==> config.mk <==
export PLATFORM = sky130hd
export DESIGN_NAME = alu_sequencer_flat
export DESIGN_NICKNAME = d
export VERILOG_FILES = /design/src/rtl/alu_sequencer_if.sv /design/src/rtl/alu_sequencer.sv /design/src/flat_wrapper.sv
export SDC_FILE = /design/constraint.sdc
export NUM_CORES = 1
export LEC_CHECK = 0
export BUFFER_PORTS_ARGS = -buffer_cell sky130_fd_sc_hd__buf_4
export CAP_MARGIN = 5
export CORE_MARGIN = 2
export CORE_UTILIZATION = 35
export DETAILED_ROUTE_END_ITERATION = 8
export PLACE_DENSITY = 0.66
export RECOVER_POWER = 50
export SYNTH_ARGS = -nofsm -noshare
export SYNTH_HDL_FRONTEND = slang
export SYNTH_SLANG_ARGS = --single-unit
==> constraint.sdc <==
create_clock -name clk -period 5.2 [get_ports clk]
set_input_delay 0.26 -clock clk [delete_from_list [all_inputs] [get_ports clk]]
set_output_delay 0.26 -clock clk [all_outputs]
set_load 0.1 [all_outputs]
==> src/rtl/alu_sequencer_if.sv <==
// Request / ALU / response bundle between the ALU sequencer and its environment.
// The slave side is the sequencer; the master side supplies requests, the ALU results and the consumer.
interface alu_sequencer_if;
  logic        req_valid;
  logic        req_ready;
  logic [2:0]  req_op;
  logic        req_floating;
  logic        req_form;
  logic [1:0]  req_precision;
  logic [31:0] req_a;
  logic [31:0] req_b;
  logic [31:0] req_c;
  logic [31:0] req_d;
  logic [3:0]  req_tag;

  logic [2:0]  alu_op;
  logic        alu_floating;
  logic        alu_form;
  logic [1:0]  alu_precision;
  logic [31:0] alu_a;
  logic [31:0] alu_b;
  logic [31:0] alu_c;
  logic [31:0] alu_d;
  logic [31:0] alu_y1;
  logic [31:0] alu_y2;

  logic        rsp_valid;
  logic        rsp_ready;
  logic [63:0] rsp_result;
  logic [3:0]  rsp_tag;

  modport master (
    output req_valid, req_op, req_floating, req_form, req_precision,
           req_a, req_b, req_c, req_d, req_tag,
    input  req_ready,
    input  alu_op, alu_floating, alu_form, alu_precision,
           alu_a, alu_b, alu_c, alu_d,
    output alu_y1, alu_y2,
    input  rsp_valid, rsp_result, rsp_tag,
    output rsp_ready
  );

  modport slave (
    input  req_valid, req_op, req_floating, req_form, req_precision,
           req_a, req_b, req_c, req_d, req_tag,
    output req_ready,
    output alu_op, alu_floating, alu_form, alu_precision,
           alu_a, alu_b, alu_c, alu_d,
    input  alu_y1, alu_y2,
    output rsp_valid, rsp_result, rsp_tag,
    input  rsp_ready
  );
endinterface

==> src/rtl/alu_sequencer.sv <==
// Issues one request at a time to an external combinational ALU, waits SETTLE_CYCLES,
// then captures {Y1,Y2} with its tag into a 2-entry in-order result FIFO.
module alu_sequencer #(
  parameter int unsigned SETTLE_CYCLES = 1
) (
  input  logic               clk,
  input  logic               rst_n,
  alu_sequencer_if.slave     bus,
  output logic               busy,
  output logic [15:0]        ops_done
);

  typedef enum logic {IDLE, ISSUE} state_t;

  state_t      state;
  state_t      state_next;
  logic [3:0]  settle_cnt;
  logic [3:0]  tag;
  logic        accept;
  logic        capture;
  logic        pop;

  // Each entry holds {tag, y1, y2}; rd_ptr selects the head shown on the response port.
  logic [67:0] fifo_mem [2];
  logic        wr_ptr;
  logic        rd_ptr;
  logic [1:0]  fifo_count;

  assign bus.req_ready = (state == IDLE) && (fifo_count < 2'd2);
  assign bus.rsp_valid = (fifo_count != 2'd0);
  assign {bus.rsp_tag, bus.rsp_result} = fifo_mem[rd_ptr];
  assign pop  = bus.rsp_valid && bus.rsp_ready;
  assign busy = (state == ISSUE);

  always_comb begin
    state_next = state;
    accept     = 1'b0;
    capture    = 1'b0;
    unique case (state)
      IDLE: begin
        if (bus.req_valid && bus.req_ready) begin
          accept     = 1'b1;
          state_next = ISSUE;
        end
      end
      ISSUE: begin
        if (settle_cnt == 4'd1) begin
          capture    = 1'b1;
          state_next = IDLE;
        end
      end
      default: state_next = IDLE;
    endcase
  end

  always_ff @(posedge clk or negedge rst_n) begin
    if (!rst_n) state <= IDLE;
    else        state <= state_next;
  end

  // ALU drive holds the last accepted request until the next accept.
  always_ff @(posedge clk or negedge rst_n) begin
    if (!rst_n) begin
      bus.alu_op        <= '0;
      bus.alu_floating  <= 1'b0;
      bus.alu_form      <= 1'b0;
      bus.alu_precision <= '0;
      bus.alu_a         <= '0;
      bus.alu_b         <= '0;
      bus.alu_c         <= '0;
      bus.alu_d         <= '0;
      tag               <= '0;
      settle_cnt        <= '0;
    end else if (accept) begin
      bus.alu_op        <= bus.req_op;
      bus.alu_floating  <= bus.req_floating;
      bus.alu_form      <= bus.req_form;
      bus.alu_precision <= bus.req_precision;
      bus.alu_a         <= bus.req_a;
      bus.alu_b         <= bus.req_b;
      bus.alu_c         <= bus.req_c;
      bus.alu_d         <= bus.req_d;
      tag               <= bus.req_tag;
      settle_cnt        <= 4'(SETTLE_CYCLES);
    end else if (state == ISSUE) begin
      settle_cnt <= settle_cnt - 4'd1;
    end
  end

  always_ff @(posedge clk or negedge rst_n) begin
    if (!rst_n) ops_done <= '0;
    else if (capture) ops_done <= ops_done + 16'd1;
  end

  // Push cannot happen while full because req_ready blocks accepts at count 2.
  always_ff @(posedge clk or negedge rst_n) begin
    if (!rst_n) begin
      fifo_mem[0] <= '0;
      fifo_mem[1] <= '0;
      wr_ptr      <= 1'b0;
      rd_ptr      <= 1'b0;
      fifo_count  <= '0;
    end else begin
      if (capture) begin
        fifo_mem[wr_ptr] <= {tag, bus.alu_y1, bus.alu_y2};
        wr_ptr           <= ~wr_ptr;
      end
      if (pop) rd_ptr <= ~rd_ptr;
      fifo_count <= fifo_count + {1'b0, capture} - {1'b0, pop};
    end
  end

endmodule

==> src/flat_wrapper.sv <==
// flat-port wrapper written by rule: the top's interface ports become plain ports
module alu_sequencer_flat 
#(
  parameter int unsigned SETTLE_CYCLES = 1
)
  (clk, rst_n, busy, ops_done, bus_req_valid, bus_req_op, bus_req_floating, bus_req_form, bus_req_precision, bus_req_a, bus_req_b, bus_req_c, bus_req_d, bus_req_tag, bus_req_ready, bus_alu_op, bus_alu_floating, bus_alu_form, bus_alu_precision, bus_alu_a, bus_alu_b, bus_alu_c, bus_alu_d, bus_alu_y1, bus_alu_y2, bus_rsp_valid, bus_rsp_result, bus_rsp_tag, bus_rsp_ready);
  alu_sequencer_if bus_i ();
  input  logic clk;
  input  logic rst_n;
  output logic busy;
  output logic [15:0] ops_done;
  input wire logic [$bits(bus_i.req_valid)-1:0] bus_req_valid;
  input wire logic [$bits(bus_i.req_op)-1:0] bus_req_op;
  input wire logic [$bits(bus_i.req_floating)-1:0] bus_req_floating;
  input wire logic [$bits(bus_i.req_form)-1:0] bus_req_form;
  input wire logic [$bits(bus_i.req_precision)-1:0] bus_req_precision;
  input wire logic [$bits(bus_i.req_a)-1:0] bus_req_a;
  input wire logic [$bits(bus_i.req_b)-1:0] bus_req_b;
  input wire logic [$bits(bus_i.req_c)-1:0] bus_req_c;
  input wire logic [$bits(bus_i.req_d)-1:0] bus_req_d;
  input wire logic [$bits(bus_i.req_tag)-1:0] bus_req_tag;
  output wire logic [$bits(bus_i.req_ready)-1:0] bus_req_ready;
  output wire logic [$bits(bus_i.alu_op)-1:0] bus_alu_op;
  output wire logic [$bits(bus_i.alu_floating)-1:0] bus_alu_floating;
  output wire logic [$bits(bus_i.alu_form)-1:0] bus_alu_form;
  output wire logic [$bits(bus_i.alu_precision)-1:0] bus_alu_precision;
  output wire logic [$bits(bus_i.alu_a)-1:0] bus_alu_a;
  output wire logic [$bits(bus_i.alu_b)-1:0] bus_alu_b;
  output wire logic [$bits(bus_i.alu_c)-1:0] bus_alu_c;
  output wire logic [$bits(bus_i.alu_d)-1:0] bus_alu_d;
  input wire logic [$bits(bus_i.alu_y1)-1:0] bus_alu_y1;
  input wire logic [$bits(bus_i.alu_y2)-1:0] bus_alu_y2;
  output wire logic [$bits(bus_i.rsp_valid)-1:0] bus_rsp_valid;
  output wire logic [$bits(bus_i.rsp_result)-1:0] bus_rsp_result;
  output wire logic [$bits(bus_i.rsp_tag)-1:0] bus_rsp_tag;
  input wire logic [$bits(bus_i.rsp_ready)-1:0] bus_rsp_ready;
  assign bus_i.req_valid = bus_req_valid;
  assign bus_i.req_op = bus_req_op;
  assign bus_i.req_floating = bus_req_floating;
  assign bus_i.req_form = bus_req_form;
  assign bus_i.req_precision = bus_req_precision;
  assign bus_i.req_a = bus_req_a;
  assign bus_i.req_b = bus_req_b;
  assign bus_i.req_c = bus_req_c;
  assign bus_i.req_d = bus_req_d;
  assign bus_i.req_tag = bus_req_tag;
  assign bus_req_ready = bus_i.req_ready;
  assign bus_alu_op = bus_i.alu_op;
  assign bus_alu_floating = bus_i.alu_floating;
  assign bus_alu_form = bus_i.alu_form;
  assign bus_alu_precision = bus_i.alu_precision;
  assign bus_alu_a = bus_i.alu_a;
  assign bus_alu_b = bus_i.alu_b;
  assign bus_alu_c = bus_i.alu_c;
  assign bus_alu_d = bus_i.alu_d;
  assign bus_i.alu_y1 = bus_alu_y1;
  assign bus_i.alu_y2 = bus_alu_y2;
  assign bus_rsp_valid = bus_i.rsp_valid;
  assign bus_rsp_result = bus_i.rsp_result;
  assign bus_rsp_tag = bus_i.rsp_tag;
  assign bus_i.rsp_ready = bus_rsp_ready;
  alu_sequencer #(.SETTLE_CYCLES(SETTLE_CYCLES)) u_core (.clk(clk), .rst_n(rst_n), .bus(bus_i), .busy(busy), .ops_done(ops_done));
endmodule
==> results.ini, run 1 <==
[detailed_routing]
firstDrtPassIters = 4
detail_route.vias_per_cell = 4.63
antenna_violating_nets_post_route = 0
drt_first_iter_violations = 216
detail_route.wl_per_cell_um = 17.8
drc_markers = 0
totalWireLength_um = 33400
route.vias.total = 8692

[worst_hold_path]
hold_path_depth = 2
hold_end = u_core.bus.alu_d[14]
worst_hold_startpoint = bus_req_d[14]
worstHoldPathType = primary input to register

[clock_network]
clock_pin_slew_of_the_registers_on_the_worst_case_setup_and_hold_paths_ns = 0.06
cts_max_level = 2
cts_resized = 0
clock_sink_count = 300
cts-buffers-inserted = 35
worstSkewPairLatency_ns = 0.51
root_buffer = clkbuf_16
max-clock-path-buffers = 3
tritoncts = built

[grt]
grt_max_degree = 143
via_count_of_the_first_global_routing_pass = 9556
remaining_global_route_overflow = 0
grt.total_usage_pct = 18.3
antenna_found_initial = 1
grt_first_pass_wirelength_um = 52400

[finish]
total_inserted_antenna_cells = 0
multi_input_logic_area_mm2 = 0.00438
final_design_area_no_fill_mm2 = 0.0183
filler_cell_count = 2931
post_route_cells_drive_above_1_share_pct = 47.9
final_common_cell = mux2_2
layout.area.seq_mm2 = 0.00751
area.growth.synth_to_final_pct = 50.6
layout_common_cells = mux2_2 (343), dfrtp_1 (300), buf_4 (279), dlygate4sd3_1 (203), clkbuf_1 (165)
nNetsFinal = 1608

[setup_path]
rr_endpoint = u_core.fifo_mem[122]
critical_path.endpoint_type = output pin
worst_ep_arrival_time_ns = 3.20
timing_worst_setup_path_type = register to output pin
crit_required_ns = 4.94
worst_r2r_start = u_core.settle_cnt[1]
setup.worst_path.start_class = register
worst_r2r_path_depth = 6
crit_fanout = 36
worst-r2r-setup-slack_ns = 2.53

[floorplan]
core-area_mm2 = 0.0343
fp_rows = 68
design.portCount = 429
chipWidth_um = 190
start_util_pct = 35.3
die_area_mm2 = 0.0361
chipHeight_um = 190

[synth]
netlist.top_cell.by_area = dfrtp_1
synth_seq_cells = 300
yosysWarnings = 0
mappedNetlistNets = 974
ys_types = 29
yosysSeqAreaShare_pct = 62.0
post-synth-top-area-fraction_pct = 62.0
syn_area_mm2 = 0.0121
netlist_top_cells_area = dfrtp_1 (62%), mux2_2 (32%), xnor2_1 (1.3%)
synth_area_per_cell_um2 = 15.9
synth_cells = 763

[timing]
fin_tns_setup_ns = 0
post_route_hold_slack_ns = 0.0254
final.min_clock_period_ns = 3.46
unrepaired_setup_endpoints_after_global_routing = false
timing.final.setup_violations = 0
finalClockSkew_ns = 0.0178
slew_viol_final = 142
relSlewSlack_pct = -82.1
achievable-frequency_mhz = 289
final-hold-violation-count = 0
tightest_slew_ns = 2.73
layout_worst_path_cycle_share_pct = 66.6

[placed_design]
final_weighted_congestion_in_routability_driven_placement = 0.810
buffers_on_ports = 428
placed_instance_area_mm2 = 0.0158
dp_hpwl_um = 21900

[job]
maxCapViolations = 2

[status]
violated_checks = capacitance limit, slew limit
status = finished, violations left

-- cells by family after synthesis --
group,after synthesis,share of synthesized area [%]
buffers and inverters,47,2.05
xor gates and xnor gates,22,1.59
adders and majority gates,4,0.413
muxes,344,32.0
DFF,300,62.0
AOI/OAI and AO/OA,2,0.124
and+or+nand+nor,44,1.91
-- state kept, by name (all words and copies together) (netlist names) --
register and flops:
u_core.fifo_mem 136, u_core.bus.alu_a 32, u_core.bus.alu_b 32, u_core.bus.alu_c 32, u_core.bus.alu_d 32, u_core.ops_done 16
u_core.settle_cnt 4, u_core.tag 4, u_core.bus.alu_op 3, u_core.bus.alu_precision 2, u_core.fifo_count 2, u_core.bus.alu_floating 1
u_core.bus.alu_form 1, u_core.busy 1, u_core.rd_ptr 1, u_core.wr_ptr 1
-- area by class of cell --
type	count	share of cell area [%]
timing repair buffer	638	25.9
sequential	300	41.1
clock buffer	51	5.40
clock inverter	10	0.350
tap	455	3.12
inverter	6	0.123
multi-input combinational	416	24.0
-- routing by layer --
layer	wire (µm)	track usage, %
met5	14	0
met4	821	5.66
met3	2200	5.07
met2	17100	32.3
met1	13200	21.7
-- synthesized netlist by cell type --
master and n:
nor2_1 8, mux2i_1 1, nor3_2 1, dfrtp_1 300
nor4b_1 1, xor2_1 4, nor3_1 2, buf_4 12
and2_1 1, nor2b_1 1, a21o_1 1, buf_2 22
ha_1 4, inv_1 6, nor4_1 2, or2_2 1
nor2_2 1, clkbuf_1 6, nand3_1 2, xnor2_1 18
nand2_1 14, nand4bb_1 1, a211oi_1 1, buf_1 1
nand4_1 6, nand2b_1 1, mux2_2 343, and3_1 1
or4_4 1
-- stage by stage --
| step | util (%) | instances | setup WS, ns |
|---|---|---|---|
| detailed placement | 46.0 | 1612 | 2.53 |
| finish | 53.2 | 1876 | 1.74 |
| CTS | 55.0 | 1876 | 2.19 |
| global placement | 46.0 | 1612 | 2.57 |
| global route | 53.2 | 1876 | 1.53 |
| floorplan | - | 763 | 1.64 |
-- repair_timing --
| action | 4_1_cts | 5_1_grt |
|---|---|---|
| buffers inserted | 0 | 0 |
| hold buffers | 203 | 0 |
| hold endpoints to repair | 371 | 0 |
-- how the worst max path moves through the flow --
stage | startpoint | end | cells after the start
2_1_floorplan | u_core.busy | u_core.bus.alu_c[10] | 7
3_3_place_gp | u_core.settle_cnt[1] | u_core.fifo_mem[128] | 6
3_5_place_dp | u_core.settle_cnt[1] | u_core.fifo_mem[122] | 6
4_1_cts | u_core.rd_ptr | bus_rsp_result[57] | 3
5_1_grt | rst_n | u_core.bus.alu_c[25] | 3
6_report | u_core.rd_ptr | bus_rsp_result[57] | 3
-- worst max-delay path, stage by stage (launching register included) --
cell	delay, ns
dfrtp_1	1.38
buf_4	0.64
mux2_2	0.41
buf_4	0.24
Power of run 1 is left out: the tool's default activity adds up to more than one toggle a clock period on the data nets, which glitch-free logic cannot reach.
==> run 2, diff against run 1 <==
==> constraint.sdc (replaced) <==
create_clock -name clk -period 3.4 [get_ports clk]
set_input_delay 0.17 -clock clk [delete_from_list [all_inputs] [get_ports clk]]
set_output_delay 0.17 -clock clk [all_outputs]
set_load 0.1 [all_outputs]
==> run 2 against run 1 <==
Effect of this change:
- the flow now finishes without violations
- largest cell class unchanged
- worst hold slack gained 0.21 ns
- flip-flop and latch count did not move
- clock skew shrank 0.0035 ns
- critical path type is now register to register
==> results.ini, run 2 (synthesis gave the netlist of run 1 again) <==
[timing]
unrepaired_setup_endpoints_after_global_routing = false
final.min_clock_period_ns = 2.33
layout_worst_path_cycle_share_pct = 68.5
achievable-frequency_mhz = 429
relSlewSlack_pct = 3.06
final-hold-violation-count = 0
slew_viol_final = 0
post-route-worst-setup-slack_ns = 1.07
timing.final.setup_violations = 0
tightest_slew_ns = 1.45
fin_tns_setup_ns = 0
finalClockSkew_ns = 0.0143

[setup_path]
worst_r2r_path_depth = 6
crit_fanout = 68
crit_path_start = u_core.settle_cnt[1]
timing_worst_setup_path_type = register to register
worst_r2r_start = u_core.settle_cnt[1]
critical_path.endpoint_type = register
crit_required_ns = 3.78
setup.worst_path.start_class = register
worst_ep_arrival_time_ns = 2.71

[placed_design]
buffers_on_ports = 428
dp_hpwl_um = 22100
final_weighted_congestion_in_routability_driven_placement = 0.804
pre_cts_slack_ns = 1.06

[worst_hold_path]
worst_hold_startpoint = bus_req_valid
hold_path_depth = 3
worstHoldPathType = primary input to register

[finish]
nNetsFinal = 1616
top_register = u_core.fifo_mem
post_route_cells_drive_above_1_share_pct = 50.8
multi_input_logic_area_mm2 = 0.00438
final_common_cell = mux2_2
layout_common_cells = mux2_2 (343), buf_4 (318), dfrtp_1 (299), dlygate4sd3_1 (205), clkbuf_1 (126)
largest_register_ffs = 136
area.growth.synth_to_final_pct = 53.2
layout.area.seq_mm2 = 0.00751
filler_cell_count = 2876

[floorplan]
fp_rows = 68
die_area_mm2 = 0.0361
chipHeight_um = 190
chipWidth_um = 190
start_util_pct = 35.3
design.portCount = 429
core-area_mm2 = 0.0343

[job]
maxCapViolations = 0

[detailed_routing]
totalWireLength_um = 33000
detail_route.wl_per_cell_um = 17.5
firstDrtPassIters = 4
drc_markers = 0
route.vias.total = 8735
antenna_violating_nets_post_route = 0
detail_route.vias_per_cell = 4.64
drt_first_iter_violations = 263

[clock_network]
clock_sink_count = 300
root_buffer = clkbuf_16
cts-buffers-inserted = 34
worstSkewPairLatency_ns = 0.51
tritoncts = built
cts_resized = 0
max-clock-path-buffers = 3
cts_max_level = 2
clock_pin_slew_of_the_registers_on_the_worst_case_setup_and_hold_paths_ns = 0.06

[grt]
antenna_found_initial = 1
grt_max_degree = 96
grt.total_usage_pct = 18.1
via_count_of_the_first_global_routing_pass = 9578
remaining_global_route_overflow = 0
grt_first_pass_wirelength_um = 51800

[status]
status = finished clean

[run 2: changes by cell type in the layout (fill, tap and decap cells not counted), sizes merged]
cell,previous run,this run
buf,280,324
bufinv,0,1
clkbuf,206,169
clkinv,6,5
diode,0,1
dlygate4sd3,203,205
inv,9,6
[run 2: worst paths after layout]
path / end / slack (ns)
hold reg to reg: u_core.ops_done[15] / 0.49
max in group asynchronous: u_core.bus.alu_d[13] / 1.22
hold / removal: u_core.settle_cnt[3] / 0.24
setup reg to reg: u_core.fifo_mem[71] / 1.07
setup / recovery: u_core.fifo_mem[71] / 1.07
min in group asynchronous: u_core.ops_done[10] / 0.27
[run 2: area by class of cell]
type	count	area share (%)
clock buffers	51	5.36
well taps	455	3.07
diodes	1	0.0135
clock inverters	7	0.458
repair buffers	647	26.9
multi-input cells	416	23.6
flip-flops and latches	300	40.5
inverters	6	0.121
[run 2: repair_timing]
item,in CTS,in global routing
hold buffers,205,0
endpoints found under the setup margin,0,0
setup buffers,0,0
hold endpoints to repair,355,0
[run 2: layer usage]
layer  GRT usage (%)  vias to the layer above  routed length, µm
met5               0                        -                  0
met4            7.16                        0               1140
met3            5.11                       76               2450
met2            30.9                      288              16400
met1            21.7                     4382              13000
li1                -                     3989                  -
[run 2: through the flow]
| step | hold WS, ns | cell area [µm²] | util (%) | cells |
|---|---|---|---|---|
| CTS | 0.235 | 19000 | 55.5 | 1882 |
| floorplan | -0.126 | 12100 | - | 763 |
| global route | 0.284 | 18600 | 54.1 | 1883 |
| finish | 0.240 | 18600 | 54.1 | 1883 |
| detailed placement | 0.266 | 15900 | 46.4 | 1619 |
| global placement | 0.269 | 15900 | 46.4 | 1619 |
[run 2: worst max-delay path, stage by stage (launching register included)]
cell and delay, ns:
dfrtp_1 0.39, inv_1 0.08, ha_1 0.19, nand4bb_1 0.46, nor2_4 0.26, buf_12 0.32
mux2_2 0.39
Power of run 2 is left out for the same reason.
